--- src/rtl/line_clear_engine_if.sv ---
// rtl/line_clear_engine_if.sv - board RAM port bundle between the line clear engine and the RAM mux
interface line_clear_engine_if #(
    parameter int DATA_WIDTH    = 8,
    parameter int ADDRESS_WIDTH = 8
);
    logic                     ram_wEn;
    logic [ADDRESS_WIDTH-1:0] ram_addr;
    logic [DATA_WIDTH-1:0]    ram_dataIn;
    logic [DATA_WIDTH-1:0]    ram_dataOut;

    modport master (
        output ram_wEn,
        output ram_addr,
        output ram_dataIn,
        input  ram_dataOut
    );

    modport slave (
        input  ram_wEn,
        input  ram_addr,
        input  ram_dataIn,
        output ram_dataOut
    );
endinterface

--- src/rtl/line_clear_engine.sv ---
// rtl/line_clear_engine.sv - bottom-up full-row removal pass over the Tetris board RAM
module line_clear_engine #(
    parameter int DATA_WIDTH    = 8,
    parameter int ADDRESS_WIDTH = 8,
    parameter int COLS          = 10,
    parameter int ROWS          = 20,
    parameter int EMPTY         = 0,
    parameter int CNT_WIDTH     = 5
) (
    input  logic                 clk,
    input  logic                 reset,
    input  logic                 start,
    output logic                 busy,
    output logic                 done,
    output logic [CNT_WIDTH-1:0] lines_cleared,
    line_clear_engine_if.master  ram
);
    localparam int ROW_W = (ROWS > 1) ? $clog2(ROWS) : 1;
    localparam int COL_W = (COLS > 1) ? $clog2(COLS) : 1;
    localparam logic [COL_W-1:0] LAST_COL = COL_W'(COLS - 1);

    typedef enum logic [2:0] {
        IDLE, SCAN_RD, SCAN_CHK, SHIFT_RD, SHIFT_WR, CLEAR, DONE
    } state_t;

    state_t               state, state_n;
    logic [ROW_W-1:0]     row, row_n;
    logic [ROW_W-1:0]     dst, dst_n;
    logic [COL_W-1:0]     col, col_n;
    logic [CNT_WIDTH-1:0] lc_n;

    function automatic logic [ADDRESS_WIDTH-1:0] addr_of(input logic [ROW_W-1:0] r,
                                                         input logic [COL_W-1:0] c);
        return ADDRESS_WIDTH'(r) * ADDRESS_WIDTH'(COLS) + ADDRESS_WIDTH'(c);
    endfunction

    always_ff @(posedge clk or posedge reset) begin
        if (reset) begin
            state         <= IDLE;
            row           <= '0;
            dst           <= '0;
            col           <= '0;
            lines_cleared <= '0;
        end else begin
            state         <= state_n;
            row           <= row_n;
            dst           <= dst_n;
            col           <= col_n;
            lines_cleared <= lc_n;
        end
    end

    always_comb begin
        state_n = state;
        row_n   = row;
        dst_n   = dst;
        col_n   = col;
        lc_n    = lines_cleared;
        case (state)
            IDLE: if (start) begin
                row_n   = ROW_W'(ROWS - 1);
                col_n   = '0;
                lc_n    = '0;
                state_n = SCAN_RD;
            end
            SCAN_RD: state_n = SCAN_CHK;
            SCAN_CHK: begin
                if (ram.ram_dataOut == DATA_WIDTH'(EMPTY)) begin
                    if (row == '0) begin
                        state_n = DONE;
                    end else begin
                        row_n   = row - ROW_W'(1);
                        col_n   = '0;
                        state_n = SCAN_RD;
                    end
                end else if (col != LAST_COL) begin
                    col_n   = col + COL_W'(1);
                    state_n = SCAN_RD;
                end else begin
                    lc_n    = lines_cleared + CNT_WIDTH'(1);
                    dst_n   = row;
                    col_n   = '0;
                    state_n = (row == '0) ? CLEAR : SHIFT_RD;
                end
            end
            SHIFT_RD: state_n = SHIFT_WR;
            SHIFT_WR: begin
                if (col != LAST_COL) begin
                    col_n   = col + COL_W'(1);
                    state_n = SHIFT_RD;
                end else begin
                    col_n   = '0;
                    dst_n   = dst - ROW_W'(1);
                    state_n = (dst == ROW_W'(1)) ? CLEAR : SHIFT_RD;
                end
            end
            CLEAR: begin
                if (col != LAST_COL) begin
                    col_n = col + COL_W'(1);
                end else begin
                    // row keeps its value: the cleared row now holds what was above it
                    col_n   = '0;
                    state_n = SCAN_RD;
                end
            end
            DONE:    state_n = IDLE;
            default: state_n = IDLE;
        endcase
    end

    always_comb begin
        ram.ram_wEn    = 1'b0;
        ram.ram_addr   = '0;
        ram.ram_dataIn = '0;
        case (state)
            SCAN_RD, SCAN_CHK: ram.ram_addr = addr_of(row, col);
            SHIFT_RD:          ram.ram_addr = addr_of(dst - ROW_W'(1), col);
            SHIFT_WR: begin
                ram.ram_wEn    = 1'b1;
                ram.ram_addr   = addr_of(dst, col);
                ram.ram_dataIn = ram.ram_dataOut;
            end
            CLEAR: begin
                ram.ram_wEn    = 1'b1;
                ram.ram_addr   = addr_of('0, col);
                ram.ram_dataIn = DATA_WIDTH'(EMPTY);
            end
            default: ;
        endcase
    end

    assign busy = (state != IDLE);
    assign done = (state == DONE);
endmodule
--- src/flat_wrapper.sv ---
// flat-port wrapper written by rule: the top's interface ports become plain ports
module line_clear_engine_flat 
#(
    parameter int DATA_WIDTH    = 8,
    parameter int ADDRESS_WIDTH = 8,
    parameter int COLS          = 10,
    parameter int ROWS          = 20,
    parameter int EMPTY         = 0,
    parameter int CNT_WIDTH     = 5
)
  (clk, reset, start, busy, done, lines_cleared, ram_ram_wEn, ram_ram_addr, ram_ram_dataIn, ram_ram_dataOut);
  line_clear_engine_if #(.DATA_WIDTH(DATA_WIDTH), .ADDRESS_WIDTH(ADDRESS_WIDTH)) ram_i ();
  input  logic clk;
  input  logic reset;
  input  logic start;
  output logic busy;
  output logic done;
  output logic [CNT_WIDTH-1:0] lines_cleared;
  output wire logic [$bits(ram_i.ram_wEn)-1:0] ram_ram_wEn;
  output wire logic [$bits(ram_i.ram_addr)-1:0] ram_ram_addr;
  output wire logic [$bits(ram_i.ram_dataIn)-1:0] ram_ram_dataIn;
  input wire logic [$bits(ram_i.ram_dataOut)-1:0] ram_ram_dataOut;
  assign ram_ram_wEn = ram_i.ram_wEn;
  assign ram_ram_addr = ram_i.ram_addr;
  assign ram_ram_dataIn = ram_i.ram_dataIn;
  assign ram_i.ram_dataOut = ram_ram_dataOut;
  line_clear_engine #(.DATA_WIDTH(DATA_WIDTH), .ADDRESS_WIDTH(ADDRESS_WIDTH), .COLS(COLS), .ROWS(ROWS), .EMPTY(EMPTY), .CNT_WIDTH(CNT_WIDTH)) u_core (.clk(clk), .reset(reset), .start(start), .busy(busy), .done(done), .lines_cleared(lines_cleared), .ram(ram_i));
endmodule
--- config.mk ---
export PLATFORM = sky130hd
export DESIGN_NAME = line_clear_engine_flat
export DESIGN_NICKNAME = d
export VERILOG_FILES = /design/src/rtl/line_clear_engine_if.sv /design/src/rtl/line_clear_engine.sv /design/src/flat_wrapper.sv
export SDC_FILE = /design/constraint.sdc
export NUM_CORES = 1
export LEC_CHECK = 0
export ABC_AREA = 0
export BUFFER_PORTS_ARGS = -buffer_cell sky130_fd_sc_hd__buf_4
export CAP_MARGIN = 20
export CORE_MARGIN = 4
export CORE_UTILIZATION = 62
export CTS_CLUSTER_SIZE = 24
export DETAILED_ROUTE_END_ITERATION = 16
export PLACE_DENSITY = 0.95
export RECOVER_POWER = 100
export SLEW_MARGIN = 20
export SYNTH_ARGS = -nofsm -noshare
export SYNTH_HDL_FRONTEND = slang
export SYNTH_SLANG_ARGS = --single-unit
--- constraint.sdc ---
create_clock -name clk -period 7.64 [get_ports clk]
set_clock_uncertainty 0.2 [all_clocks]
set_input_delay 0.382 -clock clk [delete_from_list [all_inputs] [get_ports clk]]
set_output_delay 0.382 -clock clk [all_outputs]
set_load 0.02 [all_outputs]
==> results of run 1 <==
## cell families after synthesis
family / synth area share, %
AO/OA/AOI/OAI: 18.8
XOR/XNOR: 6.69
buffers and inverters: 5.67
flip-flops: 24.7
multiplexers: 2.70
adder cells (fa/ha/maj): 18.8
AND/OR/NAND/NOR: 22.6
## critical path, cell delays in order, from the launching register on
cell	delay [ns]
dfrtp_1	0.60
nor3b_1	1.50
nor2_1	0.29
nand2_1	0.16
o221ai_1	0.21
fa_1	0.49
a21oi_1	0.29
nor2_1	0.09
xor2_1	0.17
nor2_1	0.09
clkbuf_1	0.24
## worst max-delay path by stage
stage                     cells after the start  slack (ns)               to                         from
after detailed placement                     13        3.91  ram_ram_addr[7]    u_core.dst[0]$_DFFE_PP0P_
after global routing                         10        2.28  ram_ram_addr[5]  u_core.state[0]$_DFFE_PP0P_
after floorplan                              12        4.05  ram_ram_addr[6]    u_core.dst[0]$_DFFE_PP0P_
after CTS                                    13        3.53  ram_ram_addr[7]    u_core.dst[0]$_DFFE_PP0P_
after global placement                       13        3.97  ram_ram_addr[7]    u_core.dst[0]$_DFFE_PP0P_
final                                        10        2.62  ram_ram_addr[5]  u_core.state[0]$_DFFE_PP0P_
## cells in the mapped netlist (2+ instances only)
library cell,number
o21ai_1,2
a21o_1,5
o22ai_1,2
a22o_1,4
o31ai_1,2
mux2i_1,6
nor4_1,2
ha_1,27
inv_1,19
fa_1,4
xnor2_1,7
or4_1,2
nand2b_1,2
and2_1,9
clkbuf_1,2
buf_6,3
and3_1,3
nand4_1,2
and3b_1,3
nor2_1,26
nor3_1,3
buf_2,2
xor2_1,10
o21ai_0,16
nor3b_1,2
nand3_1,4
a21oi_1,11
nand2_1,19
dfrtp_1,22
o221ai_1,2
a21oi_2,2
## power groups by stage
stage	Combinational, W	Clock [W]	Sequential (W)
2_1_floorplan	0.000553	0	0.000166
3_3_place_gp	0.000696	0	0.000193
3_5_place_dp	0.000716	0	0.000195
4_1_cts	0.000725	0.0000646	0.000192
5_1_grt	0.000736	0.0000714	0.000197
6_report	0.000670	0.0000647	0.000190
## per-stage QoR
stage | cell area, sq um | power [W]
global placement | 2490 | 0.000889
CTS | 2520 | 0.000982
detailed placement | 2490 | 0.000911
global route | 2420 | 0.00100
floorplan | 2230 | 0.000718
finish | 2420 | 0.000924
## cells in the final DEF (no fill, tap or decap), types with 5 or more instances in the layout
cell type and count:
nand2_1 19, xor2_1 10, mux2i_1 6, xnor2_1 7, dfrtp_1 22, o21ai_0 19
buf_4 18, a21oi_1 11, clkbuf_1 15, inv_1 19, a21o_1 5, ha_1 27
nor2_1 27, and2_0 7
## flip-flops by register name (all words and copies together) (netlist names)
signal	cells
u_core.row	5
u_core.dst	5
u_core.lines_cleared	5
u_core.state	3
u_core.col	4
## area by class of cell
type / instances / area (sq um) / area share (%)
Tap cell: 46 / 57.6 / 2.38
Sequential cell: 22 / 551 / 22.7
Timing Repair Buffer: 34 / 199 / 8.22
Multi-Input combinational cell: 202 / 1500 / 62.1
Inverter: 20 / 75.1 / 3.10
Clock buffer: 4 / 36.3 / 1.50
## layer usage
layer	wire length, um	vias up
met4	112	0
li1	-	958
met1	2250	897
met5	0	-
met3	237	12
met2	2550	69
==> reports/metrics.yaml, run 1 <==
power:
  clkPwrFrac_pct: 7.0
  p_leak_nw: 1.15
  internal_power_w: 0.000434
  p_sw_w: 0.000490
  switching_share_pct: 53.0
  pwr-share-comb_pct: 72.5
  ir_worst_vdd_mv: 0.280
  p_seq_share_pct: 20.5
  power_density_nw_per_um2: 382
yosys:
  netlist_area_sq_um: 2230
  synth.top_cells.by_area: "dfrtp_1 (25%), ha_1 (15%), nor2_1 (4.4%)"
  async_flop_share_pct: 100
  synthFlopType: "dfrtp_1"
  synth-edff-count: 0
  synth.top_cell.area_share_pct: 24.7
  synthCells: 251
  ys_ff_latch: 22
  yosysTopAreaCell: "dfrtp_1"
  yosysSeqAreaShare_pct: 24.7
  yosys.cell_types.count: 57
  synth_fp_nets: 293
  ys_warn_count: 0
  synth_area_per_cell_sq_um: 8.87
critical_path:
  worst_ep_required_time_ns: 7.06
  regToRegSetupSlack_ns: 4.21
  worst-setup-path-type: "reg2out"
  worstPathArrival_ns: 4.44
  crit_path_end_kind: "output pin"
  r2r.worst_path.cells: 4
  worstPathMaxFanout: 20
  r2r_start: "u_core.state[0]$_DFFE_PP0P_"
  reg2reg_to: "u_core.dst[0]$_DFFE_PP0P_"
  cp-start-kind: "flip-flop"
cells_and_area:
  final_nets: 325
  antennaDiodeCount: 0
  syn_to_final_growth_pct: 8.71
  finalNonFillerCells: 328
  n_fill_cell: 259
  fin_util_pct: 71.4
  drive_above_1_share_pct: 10.6
global_routing:
  use_met1_pct: 32.0
  grt_first_pass_wirelength_um: 8580
  grt_max_degree: 23
  grt_pass1_vias: 1850
  grt_overflow: 0
  met2_usage_pct: 41.0
  use_met3_pct: 1.81
  grt_busiest_layer: "met2"
  gr-usage-all-layers_pct: 24.3
  antenna_found_initial: 0
place:
  detailedPlace.worstSlack_ns: 3.91
  hpwl_um: 4130
  io_buffers: 34
  placed_cells: 324
  place.gp.congestion: 0.879
cts:
  clock-sinks: 22
  cts_resized: 0
  clockRootBuffer: "clkbuf_4"
  cts_made_buffers: 3
  cts_htree_levels: 1
  clk_latency_ns: 0.32
  cts_tree: "yes"
  postCtsSetupRepairBufs: 0
  cts_max_path_buffers: 2
  clkSlewWorstSetupHoldPaths_ns: 0.12
  cts_hold_buffers: 0
timing:
  post-route-period-util_pct: 65.7
  final-hold-violation-count: 0
  hold_ws_ns: 0.00648
  maxSlewViolCount: 17
  fin_tns_setup_ns: 0
  fin_crit_ns: 5.02
  post-route-worst-setup-slack_ns: 2.62
  tightest_slew_ns: 1.82
  relSlewSlack_pct: -21.6
  max_freq_ghz: 0.199
  rsz0062_at_grt: "no"
  setup_viol: 0
drt:
  drc_errors: 0
  first_pass_iters: 4
  postRouteAntennaNets: 0
  avgRoutedWirePerCell_um: 15.7
  viasPerCell: 5.90
  wirelength_um: 5160
  first_iter_violations: 108
  num_vias: 1936
die:
  ios: 35
  dieArea_sq_um: 4620
  row_count: 21
  die_w_um: 67.9
  die_h_um: 67.9
  core_sq_um: 3390
  start_util_pct: 65.7
status:
  violations: "capacitance limit, slew limit"
  status: "finished, violations left"
min_path:
  holdCritPathClass: "in2async"
run:
  maxCapViolCount: 1
Power figures use the tool's default switching activity.
==> run 2, diff against run 1 <==
--- a/config.mk
+++ b/config.mk
@@ -9,10 +9,10 @@
 export BUFFER_PORTS_ARGS = -buffer_cell sky130_fd_sc_hd__buf_4
 export CAP_MARGIN = 20
 export CORE_MARGIN = 4
-export CORE_UTILIZATION = 62
+export CORE_UTILIZATION = 57
 export CTS_CLUSTER_SIZE = 24
 export DETAILED_ROUTE_END_ITERATION = 16
-export PLACE_DENSITY = 0.95
+export PLACE_DENSITY = 0.89
 export RECOVER_POWER = 100
 export SLEW_MARGIN = 20
 export SYNTH_ARGS = -nofsm -noshare
==> constraint.sdc (replaced) <==
create_clock -name clk -period 5.16 [get_ports clk]
set_clock_uncertainty 0.2 [all_clocks]
set_input_delay 0.258 -clock clk [delete_from_list [all_inputs] [get_ports clk]]
set_output_delay 0.258 -clock clk [all_outputs]
set_load 0.02 [all_outputs]
==> reports/metrics.yaml, run 2 (synthesis results as in run 1) <==
global_routing:
  grt_overflow: 0  # unchanged
  grt_first_pass_wirelength_um: 8570  # -0.16%
  grt_max_degree: 23  # unchanged
  grt_pass1_vias: 1922  # +3.9%
  antenna_found_initial: 0  # unchanged
  gr-usage-all-layers_pct: 20.7  # -3.5 points
cells_and_area:
  n_fill_cell: 329  # +27%
  final_cell_mix: "ha_1 (27), nor2_1 (26), dfrtp_1 (22)"
  antennaDiodeCount: 0  # unchanged
  final_nets: 326  # +0.31%
  drive_above_1_share_pct: 10.6  # unchanged
  multi_input_area_sq_um: 1510  # +0.25%
  seq_area_sq_um: 551  # unchanged
  final_common_cell: "ha_1"
  syn_to_final_growth_pct: 9.49
  reg_top3: "u_core.dst: 5 flops, u_core.lines_cleared: 5 flops, u_core.row: 5 flops"
  postLayoutCellArea_sq_um: 2440  # +0.72%
  fin_util_pct: 65.6  # -5.8 points
cts:
  clock-sinks: 22  # unchanged
  clkSlewWorstSetupHoldPaths_ns: 0.07  # -0.05 ns
  cts_tree: "yes"
  clk_latency_ns: 0.26  # -0.06 ns
  postCtsSetupRepairBufs: 0  # unchanged
  cts_htree_levels: 1  # unchanged
  cts_max_path_buffers: 2  # unchanged
  clockRootBuffer: "clkbuf_8"
  cts_resized: 0  # unchanged
  cts_made_buffers: 3  # unchanged
critical_path:
  worstPathArrival_ns: 3.63  # -0.81 ns
  cp-start-kind: "flip-flop"
  worst_ep_required_time_ns: 4.70  # -2.36 ns
  crit_path_end_kind: "output pin"
  worst-setup-path-type: "reg2out"
  worstPathMaxFanout: 7  # -65%
power:
  p_seq_share_pct: 20.9  # +0.4 points
  ir_worst_vdd_mv: 0.322  # +15%
  power_density_nw_per_um2: 563  # +47%
  switching_share_pct: 52.0  # -1.0 points
  clkPwrFrac_pct: 7.5  # +0.5 points
  p_sw_w: 0.000713  # +46%
  internal_power_w: 0.000659  # +52%
  pwr-share-comb_pct: 71.5  # -1.0 points
  p_leak_nw: 1.16  # +0.73%
drt:
  first_pass_iters: 4  # unchanged
  drc_errors: 0  # unchanged
  num_vias: 1962  # +1.3%
  first_iter_violations: 139  # +29%
  postRouteAntennaNets: 0  # unchanged
  viasPerCell: 5.95  # +0.73%
  avgRoutedWirePerCell_um: 15.2  # -3.6%
  wirelength_um: 5000  # -3.0%
timing:
  fin_crit_ns: 4.09
  post-route-period-util_pct: 79.3
  maxSlewViolCount: 0  # -17
  final-hold-violation-count: 0  # unchanged
  relSlewSlack_pct: 45.8  # +67 points
  tightest_slew_ns: 0.813  # -1.01 ns
  setup_viol: 0  # unchanged
  fin_tns_setup_ns: 0  # unchanged
  max_freq_ghz: 0.244
  rsz0062_at_grt: "no"
place:
  hpwl_um: 3960  # -3.9%
  place_area_sq_um: 2490  # +0.10%
  io_buffers: 34  # unchanged
  place.gp.congestion: 0.880  # about the same
die:
  dieArea_sq_um: 4970  # +7.7%
  row_count: 22  # +4.8%
  start_util_pct: 59.9  # -5.8 points
  core_sq_um: 3720  # +9.6%
  die_h_um: 70.5  # +3.8%
  die_w_um: 70.5  # +3.8%
  ios: 35  # unchanged
status:
  status: "finished clean"
min_path:
  holdCritPathClass: "in2reg"
run:
  maxCapViolCount: 0  # -1
## run 2: cell type report
type,instances,area share [%]
Inverter,20,3.08
Tap cell,48,2.46
Timing Repair Buffer,35,8.41
Multi-Input combinational cell,202,61.8
Clock buffer,3,1.69
Sequential cell,22,22.6
## run 2: routing by layer
layer	vias to the layer above	wire (um)	share of wire [%]	track usage (%)
met1	931	2300	46	28.6
met4	0	78	1.6	7.23
met3	10	242	4.8	2.45
met2	59	2380	48	33.5
met5	-	0	0	0
li1	962	-	-	-
## run 2: final timing paths
kind | from | end | slack [ns] | cells after the start
worst max-delay path | u_core.dst[0]$_DFFE_PP0P_ | ram_ram_addr[7] | 1.07 | 13
worst min-delay path | start | u_core.row[2]$_DFFE_PP0P_ | 0.21 | 4
worst max register to register | u_core.state[1]$_DFFE_PP0P_ | u_core.col[3]$_DFFE_PP0P_ | 2.49 | 6
worst min register to register | u_core.col[3]$_DFFE_PP0P_ | u_core.col[3]$_DFFE_PP0P_ | 0.37 | 1
max in group asynchronous | reset | u_core.lines_cleared[4]$_DFFE_PP0P_ | 3.72 | 3
min in group asynchronous | reset | u_core.lines_cleared[0]$_DFFE_PP0P_ | 0.53 | 3
## run 2: power groups by stage
stage | Combinational [W] | Clock (W) | Sequential, W
floorplan | 0.000818 | 0 | 0.000245
global placement | 0.00103 | 0 | 0.000285
detailed placement | 0.00106 | 0 | 0.000290
CTS | 0.00107 | 0.000105 | 0.000286
global route | 0.00110 | 0.000114 | 0.000294
finish | 0.000981 | 0.000103 | 0.000287
## run 2: metrics by stage
stage | hold slack, ns | cells | power [W] | setup slack [ns]
final | 0.207 | 330 | 0.00137 | 1.07
after global routing | 0.224 | 330 | 0.00151 | 0.798
after CTS | 0.210 | 330 | 0.00146 | 1.15
after detailed placement | 0.274 | 326 | 0.00135 | 1.46
after global placement | 0.262 | 326 | 0.00132 | 1.59
after floorplan | 0.0472 | 251 | 0.00106 | 1.70
## run 2: repair_timing
| item | CTS | global route |
|---|---|---|
| hold buffers | 1 | 0 |
| hold endpoints to repair | 22 | 0 |
| endpoints found under the setup margin | 0 | 0 |
## run 2: critical path, cell delays in order (launching register included)
cell and delay (ns):
dfrtp_1 0.46, inv_1 0.15, ha_1 0.20, nor3b_1 0.26, xor2_1 0.34, ha_1 0.34, fa_1 0.55, and3b_1 0.15
o21ai_0 0.09, o221a_4 0.17, nor4_1 0.29, xnor2_1 0.16, nor2_1 0.05, buf_4 0.15
